## src/rtl/pwm_pkg.sv

```systemverilog
// rtl/pwm_pkg.sv - shared constants for the PWM output generator
package pwm_pkg;
  localparam int NUM_CH     = 16;
  localparam int PWM_CNT_W  = 8;
  localparam int PRESCALE_W = 16;
  localparam logic [PWM_CNT_W-1:0] DUTY_FULL = 8'hFF;

  // Per-channel output: disabled wins, otherwise static high or the shared waveform.
  function automatic logic chan_level(input logic en_out, input logic en_pwm, input logic pwm_sig);
    return en_out & (~en_pwm | pwm_sig);
  endfunction
endpackage

```

## src/rtl/pwm_prescaler.sv

```systemverilog
// rtl/pwm_prescaler.sv - divides clk into one-cycle count-step ticks
module pwm_prescaler
  import pwm_pkg::*;
#(
  parameter int PRESCALE = 13
) (
  input  logic clk,
  input  logic rst_n,
  output logic tick
);

  localparam logic [PRESCALE_W-1:0] LAST = PRESCALE_W'(PRESCALE - 1);

  logic [PRESCALE_W-1:0] pre_cnt;

  // With PRESCALE=1 LAST is zero, so pre_cnt sits at 0 and tick stays high.
  assign tick = (pre_cnt == LAST);

  always_ff @(posedge clk or negedge rst_n) begin
    if (!rst_n) begin
      pre_cnt <= '0;
    end else if (tick) begin
      pre_cnt <= '0;
    end else begin
      pre_cnt <= pre_cnt + PRESCALE_W'(1);
    end
  end

endmodule

```

## src/rtl/pwm_generator.sv

```systemverilog
// rtl/pwm_generator.sv - 16-channel output driver with one shared, shadow-latched PWM waveform
module pwm_generator
  import pwm_pkg::*;
#(
  parameter int PRESCALE = 13
) (
  input  logic                 clk,
  input  logic                 rst_n,
  input  logic [7:0]           en_reg_out_7_0,
  input  logic [7:0]           en_reg_out_15_8,
  input  logic [7:0]           en_reg_pwm_7_0,
  input  logic [7:0]           en_reg_pwm_15_8,
  input  logic [7:0]           pwm_duty_cycle,
  output logic [NUM_CH-1:0]    out,
  output logic                 period_start
);

  logic                  tick;
  logic                  wrap;
  logic                  pwm_sig;
  logic [PWM_CNT_W-1:0]  pwm_cnt;
  logic [PWM_CNT_W-1:0]  duty_sh;
  logic [NUM_CH-1:0]     en_out;
  logic [NUM_CH-1:0]     en_pwm;
  logic [NUM_CH-1:0]     out_d;

  pwm_prescaler #(
    .PRESCALE (PRESCALE)
  ) u_prescaler (
    .clk   (clk),
    .rst_n (rst_n),
    .tick  (tick)
  );

  assign en_out = {en_reg_out_15_8, en_reg_out_7_0};
  assign en_pwm = {en_reg_pwm_15_8, en_reg_pwm_7_0};
  assign wrap   = tick & (&pwm_cnt);

  // Full scale is special-cased so 0xFF means always high rather than 255/256.
  assign pwm_sig = (duty_sh == DUTY_FULL) | (pwm_cnt < duty_sh);

  always_comb begin
    out_d = '0;
    for (int i = 0; i < NUM_CH; i++) begin
      out_d[i] = chan_level(en_out[i], en_pwm[i], pwm_sig);
    end
  end

  always_ff @(posedge clk or negedge rst_n) begin
    if (!rst_n) begin
      pwm_cnt <= '0;
    end else if (tick) begin
      pwm_cnt <= pwm_cnt + PWM_CNT_W'(1);
    end
  end

  // Duty is only sampled at the wrap so a period in progress never changes shape.
  always_ff @(posedge clk or negedge rst_n) begin
    if (!rst_n) begin
      duty_sh <= '0;
    end else if (wrap) begin
      duty_sh <= pwm_duty_cycle;
    end
  end

  always_ff @(posedge clk or negedge rst_n) begin
    if (!rst_n) begin
      out          <= '0;
      period_start <= 1'b0;
    end else begin
      out          <= out_d;
      period_start <= wrap;
    end
  end

endmodule

```

## config.mk

```make
export PLATFORM = sky130hd
export DESIGN_NAME = pwm_generator
export DESIGN_NICKNAME = d
export VERILOG_FILES = /design/src/rtl/pwm_pkg.sv /design/src/rtl/pwm_prescaler.sv /design/src/rtl/pwm_generator.sv
export SDC_FILE = /design/constraint.sdc
export NUM_CORES = 1
export LEC_CHECK = 0
export BUFFER_PORTS_ARGS = -buffer_cell sky130_fd_sc_hd__buf_2
export CAP_MARGIN = 20
export CORE_AREA = 2 2 73 75
export DETAILED_ROUTE_END_ITERATION = 6
export DIE_AREA = 0 0 75 77
export PLACE_DENSITY = 0.73
export SYNTH_ARGS = -nofsm -noshare
export SYNTH_HDL_FRONTEND = slang
export SYNTH_SLANG_ARGS = --single-unit
```

## constraint.sdc

```tcl
create_clock -name clk -period 2.12 [get_ports clk]
set_clock_uncertainty 0.2 [all_clocks]
set_input_delay 0.106 -clock clk [delete_from_list [all_inputs] [get_ports clk]]
set_output_delay 0.106 -clock clk [all_outputs]
set_load 0.02 [all_outputs]
```

==> flow_summary_export.csv, run 1 <==
group,metric,value,unit
status,outcome,"finished, final reports clean",
floorplanning,core-area,4977,um^2
global_routing,overflow,0,
worst_setup_path,r2r-end,"out[0]$_DFF_PN0_",
cts,ctsResizeCount,0,
synthesis,ys_warn_count,0,
power,p_leak,0.001504,uW
power,ir_drop,0.0003735,V
finish,fill_cells,361,
placement,dp_hpwl,2971,um
floorplanning,rows,26,
synthesis,ys_ff_latch,49,
worst_setup_path,rrSetupSlack,100,ps
synthesis,syn_nets,228,
synthesis,netlist_area,2258,um^2
cts,clk_latency,300,ps
cts,cts_setup_buffers,0,
floorplanning,die_width,75,um
floorplanning,fp.dieH,77,um
cts,cts_tree,"yes",
cts,numCtsBuffers,5,
global_routing,grt_usage,20.56,%
sta,rsz0062_at_grt,"false",
routing,drc,0,
sta,fmax,494.7,MHz
floorplanning,io_pins,59,
worst_setup_path,end_kind,"flip-flop",
routing,first_pass_iters,4,
synthesis,synth_cell_types,34,
global_routing,grt_max_degree,32,
routing,wl,5354,um
sta,setup_ws,98.46,ps
routing,drt_iter0_markers,30,
floorplanning,initial_core_util,45.37,%
routing,detail_route.wl_per_cell,15.04,um
cts,numClockSinks,49,
global_routing,grt.met3_usage,6.965,%
cts,cts_root_buf,"clkbuf_8",
worst_setup_path,r2r-start,"pwm_cnt[5]$_DFFE_PN0N_",
synthesis,syn_area_per_cell,12.83,um^2
sta,fin_setup_tns,0,ps
sta,slew_violations,0,
finish,num-nets-final,337,
worst_setup_path,worst-endpoint-required,2100,ps
routing,viasPerCell,4.820,
global_routing,met2_usage,32.89,%
finish,diodes,0,
worst_setup_path,setup.worst_path.start,"pwm_cnt[5]$_DFFE_PN0N_",
sta,relSlewSlack,54.53,%
placement,pre_cts_slack,121.9,ps
floorplanning,die_area,5775,um^2
routing,ant_nets,0,
cts,ctsLongestPathBuffers,2,
sta,finalSetupViolCount,0,
cts,cts.htree.levels,2,
worst_setup_path,crit_fanout,16,
hold_path,worstHoldPathType,"in2async",
global_routing,grt_pass1_vias,1857,
flow_run,drv_cap,0,
global_routing,grtUsageMet1,25.06,%
sta,hold_viol_final,0,
sta,tightestPinTransition,682.1,ps
placement,place.gp.congestion,0.7427,
worst_setup_path,worstPathArrival,2000,ps
global_routing,gr-max-usage-layer,"met2",
worst_setup_path,crit_type,"reg2reg",
worst_setup_path,startpoint_type,"flip-flop",
power,power_density,547.0,nW/um^2
routing,num_vias,1716,
finish,syn_to_final_growth,40.11,%
synthesis,ys_seq_area_share,54.29,%
synthesis,syn_inst,176,
worst_setup_path,r2r_cells,6,
cts,path_clk_slew,100,ps
sta,period_minus_slack,2022,ps
finish,drive_gt1_share,34.97,%
sta,period_share,95.36,%
placement,port_buffers,58,
global_routing,grt_pass1_wl,8825,um
global_routing,antenna_found_initial,0,
cts,holdBufCountCts,41,
per-stage QoR:
step / hold slack, ps / total power, uW / area [um^2] / instances / utilization (%)
after floorplan: -389.6 / 1039 / 2258 / 176 / -
after global placement: -10.53 / 1117 / 2664 / 307 / 53.52
after detailed placement: -13.73 / 1120 / 2664 / 307 / 53.52
after CTS: 197.8 / 1738 / 3164 / 356 / 63.57
after global routing: 225.7 / 1808 / 3164 / 356 / 63.57
final: 171.1 / 1731 / 3164 / 356 / 63.57
cells in the final DEF (no fill, tap or decap), types with 2 or more instances in the layout:
cell,netlist,routed
nor2_1,7,7
buf_4,0,4
nand4_1,9,9
dlygate4sd3_1,0,41
ha_1,10,10
clkbuf_8,0,5
inv_1,10,10
and4_1,2,2
a21boi_0,6,6
nor3_1,4,4
nand3_1,10,10
and3_1,3,3
dfrtp_1,49,49
xor2_1,7,7
mux2_2,9,9
xnor2_1,14,14
buf_2,0,58
a21boi_2,10,10
nand2_1,6,6
sequential cells by signal (all words and copies together) (netlist names):
register and cells:
duty_sh 8, out 16, period_start 1, pwm_cnt 8, u_prescaler.pre_cnt 16
critical path: stages (launching register included):
cell and delay, ps:
dfrtp_1 450, ha_1 310, and4_1 180, o21ai_0 90
o32ai_2 340, buf_12 200, a21boi_0 120
cells by family (layout without fill, tap and decap cells):
family                     count (synthesis)  after routing  synth area share (%)
AOI/OAI and AO/OA                         23             23                 9.917
xor gates and xnor gates                  21             21                 8.144
adders and majority gates                 10             10                 5.540
buffers and inverters                     12            122                 2.659
DFF                                       49             49                 54.29
muxes                                      9              9                 4.488
and+or+nand+nor                           52             52                 14.96
cells in the mapped netlist (all sizes together):
library cell | count | area, um^2
mux2 | 9 | 101.4
nand2b | 1 | 6.260
a2111oi | 1 | 15.01
a21boi | 16 | 157.7
xor2 | 7 | 61.31
nand3 | 11 | 67.57
xnor2 | 14 | 122.6
ha | 10 | 125.1
or2 | 1 | 6.260
buf | 2 | 22.52
nor2b | 1 | 6.260
and3 | 4 | 26.28
and4 | 4 | 38.79
a21oi | 1 | 5.000
and4bb | 1 | 12.51
nor4 | 2 | 33.78
nor2 | 7 | 26.28
a21o | 1 | 7.510
inv | 10 | 37.54
dfrtp | 49 | 1226
nor3 | 4 | 20.02
o21ai | 1 | 5.000
o32ai | 1 | 16.27
a41o | 1 | 10.01
nand4 | 9 | 56.30
o21a | 1 | 7.510
nor4b | 1 | 15.01
nand2 | 6 | 22.52
area by class of cell:
| class | instances | area (um^2) | share of cell area (%) |
|---|---|---|---|
| multi-input cells | 115 | 972.2 | 30.72 |
| clock buffers | 5 | 68.82 | 2.175 |
| well taps | 70 | 87.58 | 2.768 |
| repair buffers | 104 | 750.7 | 23.72 |
| flip-flops and latches | 49 | 1226 | 38.75 |
| inverters | 10 | 37.54 | 1.186 |
| clock inverters | 3 | 21.27 | 0.6722 |
how the worst max path moves through the flow:
stage	cells after the start	slack [ps]	endpoint
3_3_place_gp	6	170	duty_sh[7]$_DFFE_PN0P_
6_report	6	100	out[0]$_DFF_PN0_
5_1_grt	6	2	out[15]$_DFF_PN0_
3_5_place_dp	6	120	out[12]$_DFF_PN0_
2_1_floorplan	6	160	out[10]$_DFF_PN0_
4_1_cts	6	110	out[12]$_DFF_PN0_
routing by layer:
metal	wire (um)	vias up
met4	127	0
met2	2629	57
met3	373	12
met5	0	-
li1	-	839
met1	2224	808
power by group:
group,leakage (uW),internal (uW),switching [uW],total (uW)
combinational,0.000850,113,88.3,201
clock,0.0000445,235,327,562
sequential,0.000609,957,10.7,968
total,0.00150,1300,426,1730
(Power assumes the default switching activity.)
==> run 2, diff against run 1 <==
--- a/config.mk
+++ b/config.mk
@@ -6,11 +6,11 @@
 export NUM_CORES = 1
 export LEC_CHECK = 0
 export BUFFER_PORTS_ARGS = -buffer_cell sky130_fd_sc_hd__buf_2
-export CAP_MARGIN = 20
-export CORE_AREA = 2 2 73 75
+export CAP_MARGIN = 0
+export CORE_AREA = 2 2 86 88
 export DETAILED_ROUTE_END_ITERATION = 6
-export DIE_AREA = 0 0 75 77
-export PLACE_DENSITY = 0.73
+export DIE_AREA = 0 0 88 90
+export PLACE_DENSITY = 0.55
 export SYNTH_ARGS = -nofsm -noshare
 export SYNTH_HDL_FRONTEND = slang
 export SYNTH_SLANG_ARGS = --single-unit
==> flow_summary_export.csv, run 2 (synthesis results as in run 1) <==
group,metric,value,unit
status,outcome,"finished, final reports clean",
sta,slew_violations,0,
worst_setup_path,crit_fanout,8,
worst_setup_path,rrSetupSlack,140,ps
floorplanning,fp.dieH,90,um
routing,num_vias,1704,
routing,first_pass_iters,4,
finish,diodes,0,
sta,period_share,93.38,%
sta,hold_viol_final,0,
power,fin_total_pwr,1871,uW
global_routing,grt_usage,14.07,%
routing,drt_iter0_markers,28,
flow_run,drv_cap,0,
worst_setup_path,worst-endpoint-required,2120,ps
worst_setup_path,slowest_delay,380,ps
placement,place.gp.congestion,0.7379,
worst_setup_path,crit_type,"reg2reg",
power,switching_share,22.12,%
placement,dp_cells,338,
global_routing,antenna_found_initial,0,
power,clkPwrFrac,37.6,%
placement,dp_hpwl,3164,um
sta,relSlewSlack,71.17,%
cts,numCtsBuffers,5,
floorplanning,io_pins,59,
power,p_seq_share,51.7,%
cts,cts_tree,"yes",
finish,final_common_cell,"buf_2",
hold_path,worstHoldPathType,"in2async",
sta,fin_setup_tns,0,ps
cts,numClockSinks,49,
power,comb_power_share,10.7,%
worst_setup_path,worstPathArrival,1980,ps
cts,ctsLongestPathBuffers,2,
floorplanning,die_width,88,um
power,p_leak,0.001547,uW
placement,port_buffers,58,
finish,num-nets-final,342,
power,internal_power,1457,uW
sta,tightestPinTransition,432.5,ps
floorplanning,initial_core_util,32.17,%
finish,syn_to_final_growth,46.87,%
sta,finalSetupViolCount,0,
cts,cts_root_buf,"clkbuf_8",
floorplanning,core-area,7020,um^2
power,p_sw,413.9,uW
worst_setup_path,end_kind,"flip-flop",
global_routing,grt_max_degree,21,
global_routing,overflow,0,
cts,cts.htree.levels,2,
routing,drc,0,
cts,clk_latency,310,ps
finish,drive_gt1_share,37.46,%
power,ir_drop,0.0003042,V
worst_setup_path,crit_slowest_cell,"dfrtp_1",
global_routing,grt_pass1_wl,8742,um
finish,final_cell_mix,"buf_2, dfrtp_1, dlygate4sd3_1",
sta,fmax,505.1,MHz
routing,viasPerCell,4.369,
cts,path_clk_slew,90,ps
sta,period_minus_slack,1980,ps
global_routing,grt_pass1_vias,1892,
worst_setup_path,path_cells,"inv_1 > ha_1 > and4_1 > o21ai_0 > o32ai_2 > buf_4 > clkbuf_16 > a21boi_2",
finish,largestRegisters,"out (16), u_prescaler.pre_cnt (16)",
floorplanning,die_area,7920,um^2
routing,wl,4932,um
floorplanning,rows,31,
routing,ant_nets,0,
power,power_density,564.1,nW/um^2
finish,fin_cells,390,
routing,detail_route.wl_per_cell,12.65,um
worst_setup_path,startpoint_type,"flip-flop",
## run 2: layer usage
layer / share of wire, % / GRT usage [%] / up-vias
met5: 0 / 0 / -
met4: 1.7 / 5.513 / 0
met3: 4.8 / 3.857 / 6
met2: 50 / 22.66 / 44
met1: 43 / 17.72 / 807
li1: - / - / 847
## run 2: final cells by class
cell class                      count  area, um^2
Fill cell                         643        3704
Inverter                           10       37.54
Clock inverter                      2       37.54
Clock buffer                        6       82.58
Timing Repair Buffer              109       805.8
Tap cell                           99       123.9
Multi-Input combinational cell    115        1001
Sequential cell                    49        1229
## run 2: stage by stage
| step | setup slack (ps) | area (um^2) | util, % | hold slack (ps) |
|---|---|---|---|---|
| floorplan | 156.5 | 2258 | - | -389.6 |
| global placement | 171.1 | 2715 | 38.67 | -120.8 |
| CTS | 127.5 | 3246 | 46.23 | 70.25 |
| finish | 140.3 | 3317 | 47.25 | 75.59 |
| detailed placement | 139.4 | 2715 | 38.67 | -122.3 |
| global route | -2.055 | 3317 | 47.25 | 106.3 |
## run 2: worst paths after layout
check                                                    end  cells past startpoint                         startpoint
setup / recovery                            out[5]$_DFF_PN0_                      8             duty_sh[6]$_DFFE_PN0P_
hold / removal                              out[2]$_DFF_PN0_                      2                              rst_n
setup reg to reg                            out[5]$_DFF_PN0_                      8             duty_sh[6]$_DFFE_PN0P_
hold reg to reg            u_prescaler.pre_cnt[15]$_DFF_PN0_                      1  u_prescaler.pre_cnt[15]$_DFF_PN0_
max in group asynchronous             pwm_cnt[5]$_DFFE_PN0N_                      3                              rst_n
min in group clk           u_prescaler.pre_cnt[15]$_DFF_PN0_                      1  u_prescaler.pre_cnt[15]$_DFF_PN0_
## run 2: what timing repair did
action,4_1_cts,5_1_grt
buffers inserted,0,2
setup endpoints to repair,0,6
gates resized for setup,0,7
endpoints found under the hold margin,73,0
hold buffers,41,0
## run 2: worst max-delay path, delay by kind of cell (launching register included)
kind,cells,cell delay [ps]
compound gates,3,420
buf+inv,3,390
flops,1,380
fa+ha+maj,1,310
simple gates,1,190
## run 2: power groups by stage
stage	Sequential, uW	Combinational (uW)	Clock (uW)
6_report	967	201	703
2_1_floorplan	1010	33.2	0
4_1_cts	967	194	731
5_1_grt	970	222	774
3_3_place_gp	985	134	0
3_5_place_dp	985	136	0
==> run 3, diff against run 2 <==
--- a/config.mk
+++ b/config.mk
@@ -11,6 +11,7 @@
 export DETAILED_ROUTE_END_ITERATION = 6
 export DIE_AREA = 0 0 88 90
 export PLACE_DENSITY = 0.55
+export REMOVE_ABC_BUFFERS = 1
 export SYNTH_ARGS = -nofsm -noshare
 export SYNTH_HDL_FRONTEND = slang
 export SYNTH_SLANG_ARGS = --single-unit
==> flow_summary_export.csv, run 3 (synthesis results as in run 1) <==
group,metric,value,unit
floorplanning,rows,31,
sta,fmax,505.3,MHz
finish,fill_cells,648,
cts,numClockSinks,49,
floorplanning,io_pins,59,
routing,wl,4688,um
floorplanning,die_width,88,um
global_routing,grt_pass1_vias,1880,
worst_setup_path,r2r-start,"duty_sh[6]$_DFFE_PN0P_",
placement,place.gp.congestion,0.7798,
floorplanning,core-area,7020,um^2
finish,syn_to_final_growth,42.99,%
worst_setup_path,setup.worst_path.start,"duty_sh[6]$_DFFE_PN0P_",
floorplanning,initial_core_util,32.17,%
floorplanning,fp.dieH,90,um
sta,period_minus_slack,1979,ps
status,outcome,"finished, final reports clean",
finish,drive_gt1_share,35.29,%
worst_setup_path,r2r-end,"out[0]$_DFF_PN0_",
routing,drt_iter0_markers,42,
cts,clk_latency,300,ps
finish,final_cell_mix,"buf_2, dfrtp_1, dlygate4sd3_1",
routing,detail_route.wl_per_cell,12.08,um
sta,finalSetupViolCount,0,
worst_setup_path,rrSetupSlack,140,ps
hold_path,worstHoldPathType,"in2async",
placement,dp_cells,338,
finish,largestRegisters,"out (16), u_prescaler.pre_cnt (16)",
worst_setup_path,startpoint_type,"flip-flop",
worst_setup_path,end_kind,"flip-flop",
finish,num-nets-final,340,
power,fin_total_pwr,1703,uW
sta,slew_violations,0,
flow_run,drv_cap,0,
worst_setup_path,crit_buf_inv,2,
worst_setup_path,slowest_delay,370,ps
worst_setup_path,worst-endpoint-required,2100,ps
global_routing,grt_usage,13.18,%
global_routing,grt_max_degree,28,
cts,path_clk_slew,90,ps
power,power_density,527.5,nW/um^2
global_routing,overflow,0,
worst_setup_path,crit_fanout,16,
placement,port_buffers,58,
cts,numCtsBuffers,5,
sta,hold_viol_final,0,
cts,ctsLongestPathBuffers,2,
routing,first_pass_iters,4,
worst_setup_path,crit_family,"compound AO/OA/AOI/OAI gates",
sta,holdWs,149.2,ps
power,p_leak,0.001513,uW
cts,cts_root_buf,"clkbuf_8",
worst_setup_path,worstPathArrival,1960,ps
routing,drc,0,
routing,viasPerCell,4.371,
power,ir_drop,0.0002863,V
finish,final_common_cell,"buf_2",
cts,cts.htree.levels,2,
sta,tightestPinTransition,594.8,ps
routing,num_vias,1696,
worst_setup_path,crit_type,"reg2reg",
worst_setup_path,crit_slowest_cell,"dfrtp_1",
routing,ant_nets,0,
global_routing,grt_pass1_wl,8355,um
finish,diodes,0,
worst_setup_path,r2r_cells,7,
sta,relSlewSlack,60.34,%
placement,dp_hpwl,3027,um
worst_setup_path,path_cells,"inv_1 > ha_1 > and4_1 > o21ai_0 > o32ai_2 > buf_12 > a21boi_0",
global_routing,antenna_found_initial,0,
floorplanning,die_area,7920,um^2
cts,cts_tree,"yes",
sta,rsz0062_at_grt,"false",
sta,period_share,93.35,%
finish,fin_cells,388,
finish,fin_util,46.00,%
==> run 3: changes by cell type in the layout (fill, tap and decap cells not counted), sizes merged <==
cell	change
buf	-1
bufinv	-1
clkbuf	-1
clkinvlp	+1
==> run 3: per-stage QoR <==
stage          worst slack (ps)  TNS [ps]  area (um^2)
2_1_floorplan            -319.9     -3987         2236
3_3_place_gp              160.6         0         2715
3_5_place_dp              141.4         0         2715
4_1_cts                   119.2         0         3213
5_1_grt                   4.554         0         3229
6_report                  141.1         0         3229
==> run 3: worst max-delay path by stage <==
stage / cells after the start / end
2_1_floorplan: 5 / out[0]$_DFF_PN0_
3_3_place_gp: 7 / out[0]$_DFF_PN0_
3_5_place_dp: 7 / out[11]$_DFF_PN0_
4_1_cts: 6 / duty_sh[4]$_DFFE_PN0P_
5_1_grt: 7 / out[13]$_DFF_PN0_
6_report: 7 / out[0]$_DFF_PN0_
==> run 3: metal layers <==
layer,part of all wire [%],wire length (um),GRT usage [%]
met2,48,2244,20.45
met5,0,0,0
met3,3.6,168,3.306
met4,1.7,80,4.487
met1,47,2194,17.81
==> run 3: area by class of cell <==
type | instances | area [um^2] | share of cell area [%]
flip-flops and latches | 49 | 1226 | 37.97
multi-input cells | 115 | 980.9 | 30.38
repair buffers | 107 | 773.2 | 23.94
well taps | 99 | 123.9 | 3.836
clock buffers | 6 | 72.57 | 2.247
inverters | 10 | 37.54 | 1.162
clock inverters | 2 | 15.01 | 0.4649
==> run 3: report_power, final <==
part / internal [uW] / leakage (uW) / switching (uW)
logic: 112 / 0.000867 / 80.7
clock network: 233 / 0.0000374 / 311
registers: 957 / 0.000609 / 9.22
==> run 3: what timing repair did <==
action / CTS / global route
buffers inserted: 0 / 1
hold buffers: 41 / 0
endpoints found under the hold margin: 49 / 0
gates resized for setup: 0 / 1
setup endpoints to repair: 0 / 7
